## src/rtl/simple_spi_slave.sv

```systemverilog
// -----------------------------------------------------------------------------
// simple_spi_slave
//
// SPI target peripheral. It receives SCK/SS_n/MOSI from an external master,
// resamples them into the clk_i domain and shifts one byte in and out per eight
// SCK cycles, in any of the four SPI modes (CPOL/CPHA). Software reaches it
// through an 8-bit Wishbone classic slave port that holds control, status and
// data registers, and it can raise an interrupt.
//
// Parameters
//   SYNC_STAGES  synchronizer depth for sck_i, ss_n_i and mosi_i (>= 2)
//
// Ports
//   clk_i        system clock
//   rst_i        synchronous reset, active-high
//   cyc_i/stb_i  Wishbone cycle / strobe
//   we_i         Wishbone write enable
//   adr_i[1:0]   register select: 0 CTRL, 1 STAT, 2 DATA, 3 reserved
//   dat_i[7:0]   write data
//   dat_o[7:0]   registered read data, valid while ack_o is high
//   ack_o        Wishbone acknowledge, one cycle after the access
//   inta_o       registered interrupt request
//   sck_i        SPI clock from the master (asynchronous)
//   ss_n_i       slave select, active-low (asynchronous)
//   mosi_i       master-out data (asynchronous)
//   miso_o       slave-out data, MSB first
//   miso_oe_o    MISO driver enable
// -----------------------------------------------------------------------------
module simple_spi_slave #(
   parameter int SYNC_STAGES = 2
) (
   input  logic       clk_i,
   input  logic       rst_i,
   input  logic       cyc_i,
   input  logic       stb_i,
   input  logic       we_i,
   input  logic [1:0] adr_i,
   input  logic [7:0] dat_i,
   output logic [7:0] dat_o,
   output logic       ack_o,
   output logic       inta_o,
   input  logic       sck_i,
   input  logic       ss_n_i,
   input  logic       mosi_i,
   output logic       miso_o,
   output logic       miso_oe_o
);

   typedef enum logic {
      ST_IDLE = 1'b0,
      ST_XFER = 1'b1
   } state_t;

   // ---------------------------------------------------------------------
   // Pin synchronizers. Each stage holds {mosi, ss_n, sck}.
   // The chain resets to all-zero so that an SS_n held low through reset
   // never looks like a fresh falling edge: a frame already in progress
   // when reset releases is ignored until SS_n goes high and low again.
   // ---------------------------------------------------------------------
   logic [2:0] sync_reg [SYNC_STAGES];
   logic       sck_s;
   logic       ss_s;
   logic       mosi_s;

   always_ff @(posedge clk_i) begin
      if (rst_i) begin
         for (int i = 0; i < SYNC_STAGES; i++) begin
            sync_reg[i] <= 3'b000;
         end
      end else begin
         sync_reg[0] <= {mosi_i, ss_n_i, sck_i};
         for (int i = 1; i < SYNC_STAGES; i++) begin
            sync_reg[i] <= sync_reg[i-1];
         end
      end
   end

   assign sck_s  = sync_reg[SYNC_STAGES-1][0];
   assign ss_s   = sync_reg[SYNC_STAGES-1][1];
   assign mosi_s = sync_reg[SYNC_STAGES-1][2];

   // ---------------------------------------------------------------------
   // State
   // ---------------------------------------------------------------------
   state_t     state_reg,     state_next;
   logic       sck_d_reg,     sck_d_next;
   logic       ss_d_reg,      ss_d_next;
   logic       ie_reg,        ie_next;
   logic       spe_reg,       spe_next;
   logic       cpol_reg,      cpol_next;
   logic       cpha_reg,      cpha_next;
   logic       rxf_reg,       rxf_next;
   logic       ovr_reg,       ovr_next;
   logic       txe_reg,       txe_next;
   logic       und_reg,       und_next;
   logic       wcol_reg,      wcol_next;
   logic [7:0] rx_hold_reg,   rx_hold_next;
   logic [7:0] tx_hold_reg,   tx_hold_next;
   logic [7:0] rx_sr_reg,     rx_sr_next;
   logic [7:0] tx_sr_reg,     tx_sr_next;
   logic [2:0] bcnt_reg,      bcnt_next;
   logic       byte_done_reg, byte_done_next;
   logic [7:0] dat_reg,       dat_next;
   logic       ack_reg,       ack_next;
   logic       inta_reg,      inta_next;

   // ---------------------------------------------------------------------
   // Edge events on the synchronized pins
   // ---------------------------------------------------------------------
   logic sck_rise, sck_fall, lead_evt, trail_evt, sample_evt, shift_evt;
   logic ss_fall, ss_rise;

   assign sck_rise   =  sck_s & ~sck_d_reg;
   assign sck_fall   = ~sck_s &  sck_d_reg;
   assign lead_evt   = cpol_reg ? sck_fall : sck_rise;
   assign trail_evt  = cpol_reg ? sck_rise : sck_fall;
   assign sample_evt = cpha_reg ? trail_evt : lead_evt;
   assign shift_evt  = cpha_reg ? lead_evt  : trail_evt;
   assign ss_fall    = ~ss_s &  ss_d_reg;
   assign ss_rise    =  ss_s & ~ss_d_reg;

   // ---------------------------------------------------------------------
   // Bus decode
   // ---------------------------------------------------------------------
   logic       bus_access;
   logic       wr_ctrl, wr_stat, wr_data, rd_data;
   logic [7:0] rd_mux;

   assign bus_access = cyc_i & stb_i & ~ack_reg;
   assign wr_ctrl    = bus_access &  we_i & (adr_i == 2'd0);
   assign wr_stat    = bus_access &  we_i & (adr_i == 2'd1);
   assign wr_data    = bus_access &  we_i & (adr_i == 2'd2);
   assign rd_data    = bus_access & ~we_i & (adr_i == 2'd2);

   always_comb begin
      rd_mux = 8'h00;
      case (adr_i)
         2'd0:    rd_mux = {ie_reg, spe_reg, 2'b00, cpol_reg, cpha_reg, 2'b00};
         2'd1:    rd_mux = {rxf_reg, ovr_reg, txe_reg, und_reg, wcol_reg, 2'b00,
                            (state_reg == ST_XFER)};
         2'd2:    rd_mux = rx_hold_reg;
         default: rd_mux = 8'h00;
      endcase
   end

   // ---------------------------------------------------------------------
   // Next-state logic
   // ---------------------------------------------------------------------
   logic       load_evt;
   logic       cmpl_evt;
   logic [7:0] rx_byte;

   always_comb begin
      state_next     = state_reg;
      sck_d_next     = sck_s;
      ss_d_next      = ss_s;
      ie_next        = ie_reg;
      spe_next       = spe_reg;
      cpol_next      = cpol_reg;
      cpha_next      = cpha_reg;
      rxf_next       = rxf_reg;
      ovr_next       = ovr_reg;
      txe_next       = txe_reg;
      und_next       = und_reg;
      wcol_next      = wcol_reg;
      rx_hold_next   = rx_hold_reg;
      tx_hold_next   = tx_hold_reg;
      rx_sr_next     = rx_sr_reg;
      tx_sr_next     = tx_sr_reg;
      bcnt_next      = bcnt_reg;
      byte_done_next = byte_done_reg;
      dat_next       = dat_reg;
      ack_next       = bus_access;
      inta_next      = ie_reg & (rxf_reg | ovr_reg | und_reg);
      load_evt       = 1'b0;
      cmpl_evt       = 1'b0;
      rx_byte        = {rx_sr_reg[6:0], mosi_s};

      if (bus_access && !we_i) begin
         dat_next = rd_mux;
      end

      // Frame sequencing. Sample and shift edges are opposite SCK edges,
      // so at most one of them is present in any cycle.
      case (state_reg)
         ST_IDLE: begin
            if (ss_fall && spe_reg) begin
               state_next     = ST_XFER;
               bcnt_next      = 3'd0;
               byte_done_next = 1'b0;
               // CPHA=0 presents the first bit before the first SCK edge.
               load_evt       = ~cpha_reg;
            end
         end
         ST_XFER: begin
            if (ss_rise) begin
               state_next     = ST_IDLE;
               byte_done_next = 1'b0;
            end else if (sample_evt) begin
               rx_sr_next = rx_byte;
               bcnt_next  = bcnt_reg + 3'd1;
               if (bcnt_reg == 3'd7) begin
                  cmpl_evt       = 1'b1;
                  byte_done_next = ~cpha_reg;
               end
            end else if (shift_evt) begin
               // CPHA=1 reloads on the first shift edge of each byte;
               // CPHA=0 reloads on the shift edge that follows a byte.
               if (cpha_reg ? (bcnt_reg == 3'd0) : byte_done_reg) begin
                  load_evt = 1'b1;
               end else begin
                  tx_sr_next = {tx_sr_reg[6:0], 1'b0};
               end
               byte_done_next = 1'b0;
            end
         end
         default: state_next = ST_IDLE;
      endcase

      // Register updates. Order matters: software clears first, then the
      // hardware events, so a set in the same cycle as a clear wins.
      if (wr_ctrl) begin
         ie_next   = dat_i[7];
         spe_next  = dat_i[6];
         cpol_next = dat_i[3];
         cpha_next = dat_i[2];
      end

      if (wr_stat) begin
         ovr_next  = ovr_reg  & ~dat_i[6];
         und_next  = und_reg  & ~dat_i[4];
         wcol_next = wcol_reg & ~dat_i[3];
      end

      if (rd_data) begin
         rxf_next = 1'b0;
      end

      // The load uses the holding state as it was before any write in
      // this same cycle.
      if (load_evt) begin
         tx_sr_next = txe_reg ? 8'h00 : tx_hold_reg;
         txe_next   = 1'b1;
         if (txe_reg) begin
            und_next = 1'b1;
         end
      end

      // A write that coincides with a load is accepted, since the load has
      // just freed the holding register.
      if (wr_data) begin
         if (txe_reg || load_evt) begin
            tx_hold_next = dat_i;
            txe_next     = 1'b0;
         end else begin
            wcol_next = 1'b1;
         end
      end

      // A DATA read in the same cycle already frees the holding register.
      if (cmpl_evt) begin
         if (rxf_reg && !rd_data) begin
            ovr_next = 1'b1;
         end else begin
            rx_hold_next = rx_byte;
            rxf_next     = 1'b1;
         end
      end

      // Disabled: park the shifter, but leave registers and flags alone.
      if (!spe_reg) begin
         state_next     = ST_IDLE;
         bcnt_next      = 3'd0;
         tx_sr_next     = 8'h00;
         rx_sr_next     = 8'h00;
         byte_done_next = 1'b0;
      end
   end

   // ---------------------------------------------------------------------
   // State register
   // ---------------------------------------------------------------------
   always_ff @(posedge clk_i) begin
      if (rst_i) begin
         state_reg     <= ST_IDLE;
         sck_d_reg     <= 1'b0;
         ss_d_reg      <= 1'b0;
         ie_reg        <= 1'b0;
         spe_reg       <= 1'b0;
         cpol_reg      <= 1'b0;
         cpha_reg      <= 1'b0;
         rxf_reg       <= 1'b0;
         ovr_reg       <= 1'b0;
         txe_reg       <= 1'b1;
         und_reg       <= 1'b0;
         wcol_reg      <= 1'b0;
         rx_hold_reg   <= 8'h00;
         tx_hold_reg   <= 8'h00;
         rx_sr_reg     <= 8'h00;
         tx_sr_reg     <= 8'h00;
         bcnt_reg      <= 3'd0;
         byte_done_reg <= 1'b0;
         dat_reg       <= 8'h00;
         ack_reg       <= 1'b0;
         inta_reg      <= 1'b0;
      end else begin
         state_reg     <= state_next;
         sck_d_reg     <= sck_d_next;
         ss_d_reg      <= ss_d_next;
         ie_reg        <= ie_next;
         spe_reg       <= spe_next;
         cpol_reg      <= cpol_next;
         cpha_reg      <= cpha_next;
         rxf_reg       <= rxf_next;
         ovr_reg       <= ovr_next;
         txe_reg       <= txe_next;
         und_reg       <= und_next;
         wcol_reg      <= wcol_next;
         rx_hold_reg   <= rx_hold_next;
         tx_hold_reg   <= tx_hold_next;
         rx_sr_reg     <= rx_sr_next;
         tx_sr_reg     <= tx_sr_next;
         bcnt_reg      <= bcnt_next;
         byte_done_reg <= byte_done_next;
         dat_reg       <= dat_next;
         ack_reg       <= ack_next;
         inta_reg      <= inta_next;
      end
   end

   // ---------------------------------------------------------------------
   // Outputs
   // ---------------------------------------------------------------------
   assign dat_o     = dat_reg;
   assign ack_o     = ack_reg;
   assign inta_o    = inta_reg;
   assign miso_o    = tx_sr_reg[7];
   assign miso_oe_o = spe_reg & ~ss_s;

endmodule

```

## config.mk

```make
export PLATFORM = sky130hd
export DESIGN_NAME = simple_spi_slave
export DESIGN_NICKNAME = d
export VERILOG_FILES = /design/src/rtl/simple_spi_slave.sv
export SDC_FILE = /design/constraint.sdc
export NUM_CORES = 1
export LEC_CHECK = 0
export CORE_UTILIZATION = 56
export CTS_CLUSTER_SIZE = 30
export DETAILED_ROUTE_END_ITERATION = 6
export GPL_ROUTABILITY_DRIVEN = 0
export PLACE_DENSITY_LB_ADDON = 0.25
export SETUP_SLACK_MARGIN = 0.2
export SYNTH_ARGS = -nofsm -noshare
export SYNTH_HDL_FRONTEND = slang
export SYNTH_SLANG_ARGS = --single-unit
```

## constraint.sdc

```tcl
create_clock -name clk_i -period 2.4 [get_ports clk_i]
set_input_delay 0.72 -clock clk_i [delete_from_list [all_inputs] [get_ports clk_i]]
set_output_delay 0.72 -clock clk_i [all_outputs]
set_load 0.05 [all_outputs]
```

---- After elaboration in Yosys (flattened, before gate mapping) ----
Memories as Yosys holds them, arrays and structs flattened.
Index checks and enable logic that the tools add are counted.
word-level totals
  register bits after elaboration ......... 57
  RAM bits ................................ 6
  input bits .............................. 18
  output and inout bits ................... 12
  word-level logic and storage cells ...... 142
  memories kept ........................... 1
memory list
  name      words  width  read ports  clocked after memory_dff  write ports  line  RTL
  sync_reg  2      3      2           0                         2            60    logic [2:0] sync_reg [SYNC_STAGES];
cells by class
  add/subtract/negate cells ............... 1
  equal/unequal tests ..................... 11
  muxes and demuxes ....................... 56
  bitwise operators ....................... 35
  reduce and logical (&&, ||, !) cells .... 17
operators by type and width
  kind                   number
  $mux W8                7
  $mux W1                39
  $pmux W8 S3            1
  $and A1 B1 Y1          17
  $mux W3                5
  $not A1 Y1             14
  $reduce_and A3 Y1      3
  $ne A2 B1 Y1 const B   3
  $ne A2 B2 Y1 const B   3
  $pmux W1 S2            3
  $pmux W3 S2            1
  $reduce_and A5 Y1      1
  $ne A4 B1 Y1 const B   1
  $ne A4 B2 Y1 const B   1
  $or A1 B1 Y1           4
  $reduce_and A2 Y1      2
  $reduce_bool A2 Y1     2
  $add A3 B1 Y3 const B  1
  $eq A3 B3 Y1 const B   1
  $logic_and A1 B1 Y1    3
  $logic_not A3 Y1       1
  $eq A2 B1 Y1 const B   1
  $eq A2 B2 Y1 const B   1
  $logic_not A1 Y1       2
  other kinds (3)        3

---- Depth between registers and ports, before layout ----
  word-level depth ........................ 11
  depth in mapped cells ................... 8
  mapped depth without buffers ............ 7

---- Least setup slack after synthesis ----
No wires, ideal clock.
  path kind ............................... in2reg
  from .................................... input adr_i[0]
  to ...................................... register tx_hold_reg[0]
  library setup time ...................... 0.072 ns
  arrival ................................. 1.980 ns
  data required time ...................... 2.328 ns
  slack ................................... 0.348 ns
  cell stages on the path ................. 5
  buffers on the path ..................... 1
  path through ............................ buf_2 -> or3b_1 -> and3b_1 -> o2bb2ai_4 -> mux2i_1
between the ends
  cells in the longest elaborated chain, start to end .. 3
ends and longest elaborated chain
  element                      line  RTL
  start, declared              37    input logic [1:0] adr_i,
  $eq A2 B2 Y1                 132   assign wr_data = bus_access & we_i & (adr_i == 2'd2);
  $and A1 B1 Y1                132
  $reduce_and A2 Y1 (no line)  --
  end signal, assigned         320   tx_hold_reg <= tx_hold_next;
  end, declared                98    logic [7:0] tx_hold_reg, tx_hold_next;
No other way between the ends.
A chain may end at the register's enable or synchronous reset.

---- Worst setup path after layout ----
  from .................................... register spe_reg
  to ...................................... output miso_oe_o
between the ends
  cells in the longest elaborated chain, start to end .. 1
ends and longest elaborated chain
  element                 line  RTL
  start, declared         89    logic spe_reg, spe_next;
  start signal, assigned  311   spe_reg <= spe_next;
  $and A1 B1 Y1           338   assign miso_oe_o = spe_reg & ~ss_s;
  end, declared           46    output logic miso_oe_o
No other way between the ends.

==> flow_summary_export.csv <==
group,metric,value,unit
outcome,status,"finished, final reports clean",
cts,cts.htree.levels,3,
finish,final_cell_mix,"63 x dfxtp_1, 36 x mux2i_1, 35 x nor2_1",
cts,postCtsSetupRepairBufs,0,
logic_synthesis,async_reset_ff_frac,0,
logic_synthesis,synth-edff-count,0,
cts,cts_tree,"built",
floorplan,row_count,25,
route,drc,0,
finish,mostFrequentLayoutCell,"dfxtp_1",
global_route,grt_pass1_vias,2068,
setup_path,start_kind,"register",
timing,finClkSkew,0.0107,ns
power_and_ir_drop,leakage,0.00141,uW
placed_design,placed_cell_area,3240,um2
route,drt_wl_total,5940,um
timing,fin_setup_tns,0,ns
timing,setup_violations,0,
logic_synthesis,ys_seq_elements,63,
logic_synthesis,synth_area,2820,um2
timing,hold_viol_final,0,
setup_path,worstPathRequired,1.68,ns
placed_design,dp_hpwl,4260,um
power_and_ir_drop,p_per_area,647,nW/um2
route,first_pass_iters,4,
route,wl_per_cell,14.6,um
logic_synthesis,syn-num-nets,317,
flow_run,max_cap_violations,0,
timing,period_needed,2.09,ns
floorplan,die_h,73.0,um
power_and_ir_drop,ir_drop,0.000419,V
timing,slew_headroom,0.564,
floorplan,start_util,0.589,
route,final_antenna_net_count,0,
power_and_ir_drop,finalPower,2240,uW
cts,cts_buffers,9,
floorplan,dieWidth,73.0,um
global_route,grt_max_degree,46,
logic_synthesis,synth_flop_cell,"dfxtp_1",
global_route,gr-usage-all-layers,0.246,
setup_path,worstSetupPathType,"reg -> out",
cts,clockBufferDepth,2,
floorplan,fp.dieArea,5320,um2
finish,area_growth,22.8,%
setup_path,critPathMaxFanout,7,
setup_path,r2r-start,"cpha_reg$_SDFFE_PP0P_",
setup_path,cp_slowest_cell,"dfxtp_1",
setup_path,crit_arrival,1.37,ns
global_route,grt_pass1_wl,9720,um
worst_hold_path,hold_class,"reg -> reg",
placed_design,portBuffers,29,
setup_path,timing.critical_path.from,"spe_reg$_SDFFE_PP0P_",
floorplan,io-pin-count,30,
logic_synthesis,yosysUniqueCellTypes,49,
timing,tightest_slew,0.653,ns
cts,clock_sinks,63,
cts,cts.reportedPaths.clkPinSlew,0.08,ns
global_route,antenna_found_initial,0,
finish,design_area,3460,um2
floorplan,fp.coreArea,4790,um2
timing,slew_viol_final,0,
route,vias,2219,
route,drt_iter0_drc,135,
finish,layout-drive-gt1-share,0.145,
logic_synthesis,yosys_warnings,0,
logic_synthesis,synth-seq-area-share,0.447,
setup_path,crit_family,"flip-flops",
logic_synthesis,synthCells,296,
global_route,grt_overflow,0,
setup_path,crit_chain,"nor2b_1 -> buf_4",
worst_hold_path,min_from,"sync_reg[0][1]$_SDFF_PP0_",
finish,nNetsFinal,355,
timing,fin_hold_ws,0.436,ns
logic_synthesis,avgSynthCellArea,9.52,um2
finish,fillers,382,
setup_path,cpPeakStageDelay,0.52,ns
finish,multi_input_area,1450,um2
setup_path,endpoint_kind,"output pin",
finish,n_antenna_cell,0,
cts,worstSkewPairLatency,0.35,ns
route,via_per_inst,5.47,
timing,fin_crit_sh,0.872,
timing,grt_setup_unrepaired,"no",
timing,max_freq,478,MHz
cts,clockRootBuffer,"clkbuf_8",
finish,seq_area,1260,um2
setup_path,crit_buf_inv,1,
cell usage after synthesis (2+ instances only):
library cell | instances | share of area
o211ai_1 | 2 | 0.0053
mux2i_1 | 36 | 0.13
inv_1 | 4 | 0.0053
a22oi_1 | 3 | 0.0080
nand2_1 | 13 | 0.017
a32oi_1 | 5 | 0.016
nor3_1 | 3 | 0.0053
o21ai_0 | 8 | 0.014
nand3b_1 | 2 | 0.0053
o221ai_1 | 3 | 0.0093
nand4b_1 | 2 | 0.0062
buf_2 | 2 | 0.0036
buf_4 | 2 | 0.0053
ha_1 | 3 | 0.013
nor2b_1 | 18 | 0.040
or3_1 | 2 | 0.0044
clkbuf_1 | 14 | 0.019
a21o_1 | 2 | 0.0053
nand2b_1 | 20 | 0.044
a211oi_1 | 6 | 0.016
mux2_2 | 2 | 0.0080
nor3b_1 | 2 | 0.0053
dfxtp_1 | 63 | 0.45
a21oi_1 | 19 | 0.034
nor2_1 | 36 | 0.048
power by group:
part           switching (uW)  internal, uW  total (uW)
Clock                     439           596        1040
Sequential               8.65          1060        1070
Combinational            73.1          64.5         138
Total                     521          1720        2240
worst paths after layout:
path	endpoint	slack (ns)	cells past startpoint
setup / recovery	miso_oe_o	0.31	2
hold / removal	sync_reg[0][4]$_SDFF_PP0_	0.44	1
setup reg to reg	tx_sr_reg[5]$_SDFFE_PP0P_	0.47	6
hold reg to reg	sync_reg[0][4]$_SDFF_PP0_	0.44	1
metrics by stage:
stage                     setup WS, ns  utilization  instances
after floorplan                  0.348            -        296
after global placement          -0.121        0.678        390
after detailed placement        -0.194        0.678        390
after CTS                        0.231        0.722        406
after global routing             0.259        0.723        406
final                            0.306        0.723        406
area by class of cell:
| class | count | area share |
|---|---|---|
| Sequential cell | 63 | 0.364 |
| Clock buffer | 9 | 0.0358 |
| Clock inverter | 7 | 0.0300 |
| Tap cell | 67 | 0.0242 |
| Timing Repair Buffer | 47 | 0.122 |
| Inverter | 4 | 0.00434 |
| Multi-Input combinational cell | 209 | 0.420 |
cell families (layout without fill, tap and decap cells):
family	after synthesis	in the layout	synth area share
and+or+nand+nor	108	108	0.206
DFF	63	63	0.447
AOI/OAI and AO/OA	57	57	0.145
muxes	39	39	0.141
buffers and inverters	24	67	0.0386
adders and majority gates	3	3	0.0133
xor gates and xnor gates	2	2	0.00888
metal layers:
| metal | track usage | wire (um) | vias up |
|---|---|---|---|
| li1 | - | - | 1115 |
| met1 | 0.306 | 2800 | 1042 |
| met2 | 0.393 | 2770 | 56 |
| met3 | 0.0843 | 273 | 6 |
| met4 | 0.0980 | 102 | 0 |
| met5 | 0 | 0 | - |
repair_timing:
| item | in CTS | in global routing |
|---|---|---|
| endpoints found under the setup margin | 18 | 2 |
| pin swaps | 2 | 0 |
| gates resized for setup | 14 | 2 |
| hold buffers | 0 | 0 |
No activity file was read; power rests on OpenSTA's default activity.
